==> src/rtl/burst_gen_if.sv <==
// rtl/burst_gen_if.sv - request/data bundle between sync_bridge and burst_gen
interface burst_gen_if;
    logic       data_req;
    logic       data_valid;
    logic [7:0] dout;
    logic       busy;

    // burst_gen side: takes the request, drives the byte stream
    modport master (
        input  data_req,
        output data_valid,
        output dout,
        output busy
    );

    // consumer side: issues the request, receives the byte stream
    modport slave (
        output data_req,
        input  data_valid,
        input  dout,
        input  busy
    );
endinterface

==> src/rtl/burst_gen.sv <==
// rtl/burst_gen.sv - per-request burst source of LFSR bytes (ramp source when BURST_GEN_RAMP_EN is defined)
module burst_gen #(
    parameter int         BURST_LEN  = 16,
    parameter int         GAP_CYCLES = 4,
    parameter logic [7:0] LFSR_SEED  = 8'hA5
) (
    input  logic         clk,
    input  logic         resetb,
    burst_gen_if.master  bus
);

    localparam int BW = (BURST_LEN >= 1) ? $clog2(BURST_LEN + 1) : 1;
    localparam int GW = (GAP_CYCLES > 0) ? $clog2(GAP_CYCLES + 1) : 1;
    localparam logic [BW-1:0] BEAT_LAST = BW'((BURST_LEN >= 1) ? BURST_LEN - 1 : 0);
    localparam logic [GW-1:0] GAP_LAST  = GW'((GAP_CYCLES > 0) ? GAP_CYCLES - 1 : 0);
    // an all-zero seed would lock the LFSR, so it is bumped to 1
    localparam logic [7:0] SEED = (LFSR_SEED == 8'h00) ? 8'h01 : LFSR_SEED;

    if (BURST_LEN < 1) begin : g_bad_burst_len
        $error("burst_gen: BURST_LEN must be >= 1");
    end

    typedef enum logic [1:0] {
        IDLE  = 2'd0,
        BURST = 2'd1,
        GAP   = 2'd2
    } state_t;

    state_t        state;
    state_t        state_nxt;
    logic          req_d;
    logic          req_edge;
    logic          pending;
    logic          last_beat;
    logic          last_gap;
    logic          enter_burst;
    logic [BW-1:0] beat_cnt;
    logic [GW-1:0] gap_cnt;
    logic [7:0]    lfsr;
    logic [7:0]    lfsr_adv;
    logic          valid_nxt;
    logic [7:0]    dout_nxt;
    logic          busy_nxt;

    // req_d resets high so a request already asserted at reset release is ignored
    assign req_edge    = bus.data_req & ~req_d;
    assign last_beat   = (state == BURST) && (beat_cnt == BEAT_LAST);
    assign last_gap    = (state == GAP) && (gap_cnt == GAP_LAST);
    // a new burst starts from IDLE/GAP, or directly after the last beat when there is no gap
    assign enter_burst = (state_nxt == BURST) && ((state != BURST) || last_beat);

`ifdef BURST_GEN_RAMP_EN
    assign lfsr_adv = lfsr + 8'd1;
`else
    assign lfsr_adv = {lfsr[6:0], lfsr[7] ^ lfsr[5] ^ lfsr[4] ^ lfsr[3]};
`endif

    // state register and request edge history
    always_ff @(posedge clk or negedge resetb) begin
        if (!resetb) begin
            state <= IDLE;
            req_d <= 1'b1;
        end else begin
            state <= state_nxt;
            req_d <= bus.data_req;
        end
    end

    // next-state: an edge on the closing cycle counts as a pending request
    always_comb begin
        state_nxt = state;
        case (state)
            IDLE: begin
                if (req_edge) begin
                    state_nxt = BURST;
                end
            end
            BURST: begin
                if (last_beat) begin
                    if (GAP_CYCLES > 0) begin
                        state_nxt = GAP;
                    end else if (pending || req_edge) begin
                        state_nxt = BURST;
                    end else begin
                        state_nxt = IDLE;
                    end
                end
            end
            GAP: begin
                if (last_gap) begin
                    state_nxt = (pending || req_edge) ? BURST : IDLE;
                end
            end
            default: state_nxt = IDLE;
        endcase
    end

    // output decode from the upcoming state so the registered outputs line up with it
    always_comb begin
        valid_nxt = (state_nxt == BURST);
        dout_nxt  = valid_nxt ? lfsr : 8'h00;
        busy_nxt  = (state_nxt != IDLE);
    end

    // beat/gap counters, single-depth pending flag and the data source
    always_ff @(posedge clk or negedge resetb) begin
        if (!resetb) begin
            beat_cnt <= '0;
            gap_cnt  <= '0;
            pending  <= 1'b0;
            lfsr     <= SEED;
        end else begin
            if (enter_burst) begin
                beat_cnt <= '0;
            end else if (state == BURST) begin
                beat_cnt <= beat_cnt + BW'(1);
            end

            if (state != GAP) begin
                gap_cnt <= '0;
            end else begin
                gap_cnt <= gap_cnt + GW'(1);
            end

            if (enter_burst) begin
                pending <= 1'b0;
            end else if (req_edge && (state != IDLE)) begin
                pending <= 1'b1;
            end

            if (valid_nxt) begin
                lfsr <= lfsr_adv;
            end
        end
    end

    // registered outputs
    always_ff @(posedge clk or negedge resetb) begin
        if (!resetb) begin
            bus.data_valid <= 1'b0;
            bus.dout       <= 8'h00;
            bus.busy       <= 1'b0;
        end else begin
            bus.data_valid <= valid_nxt;
            bus.dout       <= dout_nxt;
            bus.busy       <= busy_nxt;
        end
    end

endmodule

==> src/flat_wrapper.sv <==
// flat-port wrapper written by rule: the top's interface ports become plain ports
module burst_gen_flat 
#(
    parameter int         BURST_LEN  = 16,
    parameter int         GAP_CYCLES = 4,
    parameter logic [7:0] LFSR_SEED  = 8'hA5
)
  (clk, resetb, bus_data_req, bus_data_valid, bus_dout, bus_busy);
  burst_gen_if bus_i ();
  input  logic clk;
  input  logic resetb;
  input wire logic [$bits(bus_i.data_req)-1:0] bus_data_req;
  output wire logic [$bits(bus_i.data_valid)-1:0] bus_data_valid;
  output wire logic [$bits(bus_i.dout)-1:0] bus_dout;
  output wire logic [$bits(bus_i.busy)-1:0] bus_busy;
  assign bus_i.data_req = bus_data_req;
  assign bus_data_valid = bus_i.data_valid;
  assign bus_dout = bus_i.dout;
  assign bus_busy = bus_i.busy;
  burst_gen #(.BURST_LEN(BURST_LEN), .GAP_CYCLES(GAP_CYCLES), .LFSR_SEED(LFSR_SEED)) u_core (.clk(clk), .resetb(resetb), .bus(bus_i));
endmodule
==> config.mk <==
export PLATFORM = sky130hd
export DESIGN_NAME = burst_gen_flat
export DESIGN_NICKNAME = d
export VERILOG_FILES = /design/src/rtl/burst_gen_if.sv /design/src/rtl/burst_gen.sv /design/src/flat_wrapper.sv
export SDC_FILE = /design/constraint.sdc
export NUM_CORES = 1
export LEC_CHECK = 0
export CORE_AREA = 2 2 49 97
export DETAILED_ROUTE_END_ITERATION = 6
export DIE_AREA = 0 0 51 99
export SETUP_SLACK_MARGIN = 0.15
export SLEW_MARGIN = 25
export SYNTH_ARGS = -nofsm -noshare
export SYNTH_HDL_FRONTEND = slang
export SYNTH_SLANG_ARGS = --single-unit
==> constraint.sdc <==
create_clock -name clk -period 1.8 [get_ports clk]
set_input_delay 0.36 -clock clk [delete_from_list [all_inputs] [get_ports clk]]
set_output_delay 0.36 -clock clk [all_outputs]
set_load 0.01 [all_outputs]
==> reports/results.ini, run 1 <==
[run_status]
status = complete, no violations

[worst_setup_path]
timing.critical_path.arrival_ps = 1900
worst_r2r_endpoint = u_core.lfsr[3]
crit_required_ps = 1970
critical-path-top-delay-family = flip-flops
critical_path_class = reg2reg
reg2reg_setup_slack_ps = 60
worst_setup_path_start_kind = register
timing.critical_path.fanout_max = 12
r2r_cells = 6
worst_setup_path_end_kind = register
slowest_stage = dfrtp_1
worstPathCellList = ha_2 > and3_4 > ha_4 > o221a_4 > buf_12 > mux2_4
worst_path_largest_cell_delay_ps = 390
timing.critical_path.buf_inv = 1
worstReg2RegStart = u_core.beat_cnt[0]

[min_path]
whs_path_depth = 2
min-delay-start = bus_data_req
hold_end = u_core.req_d
worst_hold_path_type = in2reg

[timing]
setup_ws_ps = 64.5
hold_ws_ps = 350
tightest_slew_ps = 400
worst_slew_margin_relative_to_its_limit_pct = 73.3
worst_clock_skew_ps = 2.62
report.final.hold_viol_count = 0
max_freq_mhz = 576
grt_setup_unrepaired = yes
time_the_worst_path_needs_with_i_o_delays_and_setup_ps = 1740
timing.final.max_slew_violations = 0
final_min_period_over_clock_period_pct = 96.4
setup_viol = 0

[power]
power.density_nw_per_um2 = 751
cellLeakagePower_nw = 0.796
vdd_ir_drop_max_mv = 0.453

[floorplan]
core_um2 = 4300
die_area_um2 = 5050
rows = 34
initial_utilization_pct = 29.3
die_height_um = 99
io_pins = 13
die_width_um = 51

[detailed_routing]
finalWirelength_um = 2280
drt_first_iter_violations = 12
number_of_nets_still_failing_antenna_checks_after_routing = 0
via_per_inst = 4.43
detail_route.drc_violations = 0
via_count = 798
wl_per_cell_um = 12.7
drt_pass1_iterations = 4

[clocking]
insertion_delay_ps = 280
clock-root-buffer = clkbuf_8
cts_tree = done
holdBufCountCts = 0
clock_tree.htree_level_count = 2
tritoncts.num_buffers = 5
clockBufferDepth = 2
cts.clk_slew.worst_paths_ps = 60
cts.sinks = 30

[global_routing]
global_route.usage.total_pct = 10.5
initial_antenna_violation_count = 0
globalRoute.totalOverflow = 0
grt_pass1_wl_um = 3820
vias_in_the_first_global_route = 856
grt_max_degree = 31

[finish]
postLayoutCellArea_um2 = 1680
final_layout_size_suffix_gt1_share_pct = 33.3
layoutNonFillerInstCount = 180
syn_to_final_growth_pct = 33.1
antenna_cells_inserted = 0
final_cell_mix = 25 x dfrtp_1, 13 x buf_4, 11 x clkdlybuf4s50_1, 9 x nor2b_1, 8 x mux2_4
final_common_cell = dfrtp_1
finish.net_count = 132

[yosys]
syn_inst = 95
netlist-cell-type-count = 29
sequential_element_share_of_the_synthesized_area_pct = 60.1
yosysWarnings = 0
syn_area_per_cell_um2 = 13.2
synth.ff_latch_count = 30
total_standard_cell_area_after_synthesis_um2 = 1260
mappedNetlistNets = 102

[placed_design]
globalplace.congestion = 0.642
pre_cts_slack_ps = -227
placed_area_um2 = 1510
number_of_cells_after_detailed_placement = 166
dp.final_hpwl_um = 1620
number_of_buffers_inserted_by_port_buffering = 12

[flow_run]
maxCapViolCount = 0

[layer usage]
metal | up-vias | global-route usage, % | part of all wire [%]
met4 | 0 | 7.48 | 3.3
met1 | 396 | 8.91 | 35
met2 | 14 | 19.5 | 58
met3 | 6 | 2.73 | 3.0
met5 | - | 0 | 0
li1 | 382 | - | -
[cells in the mapped netlist]
| master | number | area, µm² |
|---|---|---|
| o21a_1 | 1 | 7.51 |
| buf_2 | 1 | 5.00 |
| a22o_1 | 1 | 8.76 |
| o22ai_1 | 1 | 6.26 |
| o211ai_1 | 1 | 7.51 |
| o221a_1 | 1 | 11.3 |
| and3_1 | 3 | 18.8 |
| mux2_4 | 8 | 120 |
| xnor2_1 | 2 | 17.5 |
| nand2b_1 | 3 | 18.8 |
| nor2b_1 | 10 | 62.6 |
| or3b_1 | 1 | 8.76 |
| a32o_1 | 1 | 10.0 |
| a211o_1 | 1 | 8.76 |
| nand3_1 | 1 | 5.00 |
| nand2_1 | 4 | 15.0 |
| o21ai_0 | 2 | 10.0 |
| a21oi_1 | 3 | 15.0 |
| nor2_1 | 3 | 11.3 |
| xor2_1 | 1 | 8.76 |
| nand4b_1 | 1 | 8.76 |
| nor3_1 | 1 | 5.00 |
| dfrtp_1 | 25 | 626 |
| ha_1 | 4 | 50.1 |
| inv_1 | 6 | 22.5 |
| a22oi_1 | 1 | 7.51 |
| a32oi_1 | 1 | 8.76 |
| buf_6 | 2 | 22.5 |
| dfstp_2 | 5 | 131 |
[worst reg2reg max path, stage by stage (launching register included)]
cell and delay [ps]:
dfrtp_1 390, ha_2 180, and3_4 180, ha_4 160
o221a_4 270, buf_12 150, mux2_4 290
[registers in the layout (all words and copies together), names as in the netlist]
name	cells
u_core.beat_cnt	5
u_core.bus.busy	1
u_core.bus.data_valid	1
u_core.bus.dout	8
u_core.gap_cnt	3
u_core.lfsr	8
u_core.pending	1
u_core.req_d	1
u_core.state	2
[how the worst max path moves through the flow]
stage / start / to / slack (ps) / depth (start not counted)
floorplan: u_core.beat_cnt[0] / u_core.lfsr[1] / 110 / 6
global placement: bus_data_req / u_core.lfsr[1] / -210 / 5
detailed placement: bus_data_req / u_core.lfsr[6] / -230 / 5
CTS: bus_data_req / u_core.lfsr[6] / 50 / 5
global route: u_core.beat_cnt[0] / u_core.lfsr[6] / 30 / 6
finish: u_core.beat_cnt[0] / u_core.lfsr[3] / 60 / 6
[metrics by stage]
step                total power [mW]  utilization, %  TNS [ps]
finish                          1.26            39.0         0
global route                    1.31            39.0         0
CTS                             1.28            38.4         0
detailed placement             0.716            35.2     -2300
global placement               0.715            35.2     -2040
floorplan                      0.692               -         0
[cells by family (layout without fill, tap and decap cells)]
family | count (synthesis) | after routing | share of synthesized area (%)
AND/OR/NAND/NOR | 27 | 27 | 12.2
buffers and inverters | 9 | 40 | 3.98
adder cells (fa/ha/maj) | 4 | 4 | 3.98
AO/OA/AOI/OAI | 14 | 14 | 8.05
multiplexers | 8 | 8 | 9.54
flip-flops | 30 | 30 | 60.1
XOR/XNOR | 3 | 3 | 2.09
[report_power, final]
group,internal (mW),switching [mW],total (mW)
Sequential,0.677,0.000714,0.678
Combinational,0.00997,0.0160,0.0260
Clock,0.306,0.247,0.554
Total,0.993,0.264,1.26
[cell type report]
type,instances,area (µm²)
Sequential cell,30,757
Clock buffer,6,82.6
Inverter,6,22.5
Timing Repair Buffer,26,240
Tap cell,54,67.6
Multi-Input combinational cell,56,493
Fill cell,421,2620
Clock inverter,2,12.5
[timing repair]
action                                  in CTS  in global routing
endpoints found under the setup margin      13                 15
setup buffers                                4                  2
pin swaps                                    2                  1
resized for setup                            2                  4
Note: power is estimated with default switching activity, not from simulation.
==> run 2, diff against run 1 <==
Settings changed: CORE_AREA 2 2 49 97 to 3 3 55 57, DIE_AREA 0 0 51 99 to 0 0 58 60, PLACE_DENSITY from default to 0.71.
==> reports/results.ini, run 2 (same netlist as run 1, synthesis figures left out) <==
[worst_setup_path]
worstReg2RegStart = u_core.beat_cnt[1]
crit_required_ps = 2010
worst_setup_path_start_kind = register
worst_r2r_endpoint = u_core.lfsr[6]
timing.critical_path.arrival_ps = 1950
worst_setup_path_end_kind = register
r2r_cells = 6
critical_path_class = reg2reg
timing.critical_path.fanout_max = 13
reg2reg_setup_slack_ps = 50

[global_routing]
initial_antenna_violation_count = 0
vias_in_the_first_global_route = 800
globalRoute.totalOverflow = 0
grt_max_degree = 31
global_route.usage.total_pct = 14.3
grt_pass1_wl_um = 3590

[finish]
area_of_the_multi_input_gates_um2 = 485
fillCellCount = 203
final_common_cell = dfrtp_1
antenna_cells_inserted = 0
syn_to_final_growth_pct = 25.8
reg_top3 = u_core.bus.dout x8, u_core.lfsr x8, u_core.beat_cnt x5
final_cell_mix = 25 x dfrtp_1, 12 x clkdlybuf4s50_1, 11 x buf_4, 8 x nor2b_1, 8 x mux2_4
final_layout_size_suffix_gt1_share_pct = 29.8
finish.net_count = 130
layout.area.seq_um2 = 757

[clocking]
cts.clk_slew.worst_paths_ps = 90
clock_tree.htree_level_count = 2
tritoncts.num_buffers = 5
clock-root-buffer = clkbuf_4
clockBufferDepth = 2
holdBufCountCts = 0
insertion_delay_ps = 320
cts.sinks = 30
cts_tree = done

[power]
power_frac_seq_pct = 61.2
cellLeakagePower_nw = 0.760
power.density_nw_per_um2 = 698
switching_power_mw = 0.229
finalPower_mw = 1.11
clock_power_share_pct = 36.7
power.switching_fraction_pct = 20.7
vdd_ir_drop_max_mv = 0.607
p_comb_share_pct = 2.1
internal_power_mw = 0.877

[detailed_routing]
drt-met1-wl_um = 954
via_count = 757
drt_pass1_iterations = 4
via_per_inst = 4.92
wl_met2_um = 975
number_of_nets_still_failing_antenna_checks_after_routing = 0
met3_wirelength_um = 91
wl_per_cell_um = 13.3
drt_first_iter_violations = 9
finalWirelength_um = 2050
detail_route.drc_violations = 0
maxUsedRoutingLayer = met4

[placed_design]
number_of_buffers_inserted_by_port_buffering = 12
dp.final_hpwl_um = 1420
pre_cts_slack_ps = -240
globalplace.congestion = 0.820

[floorplan]
die_height_um = 60
die_width_um = 58
die_area_um2 = 3480
io_pins = 13
initial_utilization_pct = 49.9
rows = 18
core_um2 = 2520

[timing]
final_min_period_over_clock_period_pct = 97.2
worst_clock_skew_ps = 5.23
max_freq_mhz = 572
timing.final.max_slew_violations = 0
setup_viol = 0
time_the_worst_path_needs_with_i_o_delays_and_setup_ps = 1750
hold_ws_ps = 411
worst_slew_margin_relative_to_its_limit_pct = 74.5
grt_setup_unrepaired = yes
setup_ws_ps = 50.9
tightest_slew_ps = 381
totalNegativeSetupSlack_ps = 0
report.final.hold_viol_count = 0

[flow_run]
maxCapViolCount = 0

[run_status]
status = complete, no violations

[min_path]
worst_hold_path_type = in2async

run 2: cell count changes in the layout (fill, tap and decap cells not counted), moves of 2 or more:
cell | before | now
clkbuf_8 | 6 | 1
clkbuf_1 | 0 | 2
buf_4 | 13 | 11
nor2b_2 | 0 | 2
clkbuf_4 | 0 | 5
run 2: worst max-delay path, stage by stage, from the launching register on:
cell,delay [ps]
dfrtp_1,390
ha_2,190
and3_4,180
ha_4,160
o221a_4,270
buf_12,150
mux2_4,290
run 2: layout make-up:
class                      count  area share [%]
sequential                    30            47.8
multi-input combinational     56            30.6
timing repair buffer          24            14.1
clock buffer                   8            3.71
tap                           30            2.37
inverter                       6            1.42
run 2: stage by stage:
step | util, % | cell area (µm²) | instances
6_report | 62.8 | 1580 | 154
5_1_grt | 62.8 | 1580 | 154
4_1_cts | 62.6 | 1580 | 154
3_5_place_dp | 59.6 | 1500 | 145
3_3_place_gp | 59.6 | 1500 | 145
2_1_floorplan | - | 1280 | 95
run 2: power groups by stage:
stage                     Clock [mW]  Combinational [mW]  Sequential (mW)
after floorplan                    0             0.00260            0.690
after global placement             0              0.0237            0.690
after detailed placement           0              0.0245            0.690
after CTS                      0.421              0.0246            0.677
after global routing           0.452              0.0267            0.677
final                          0.405              0.0233            0.677
run 2: metal layers:
layer | vias to the layer above | global-route usage, %
met1 | 364 | 17.8
met3 | 2 | 5.83
met4 | 0 | 8.61
met2 | 10 | 20.8
met5 | - | 0
li1 | 381 | -
run 2: repair_timing:
action                                 CTS  global route
setup endpoints to repair               13            14
resized for setup                        1             2
endpoints found under the hold margin    0             0
pin swaps                                1             1
setup buffers                            1             0
run 2: worst max-delay path by stage:
stage          slack (ps)               start              to
2_1_floorplan         110  u_core.beat_cnt[0]  u_core.lfsr[1]
3_3_place_gp         -220        bus_data_req  u_core.lfsr[1]
3_5_place_dp         -240        bus_data_req  u_core.lfsr[1]
4_1_cts                30  u_core.beat_cnt[0]  u_core.lfsr[6]
5_1_grt              -0.4  u_core.beat_cnt[1]  u_core.lfsr[6]
6_report               50  u_core.beat_cnt[1]  u_core.lfsr[6]
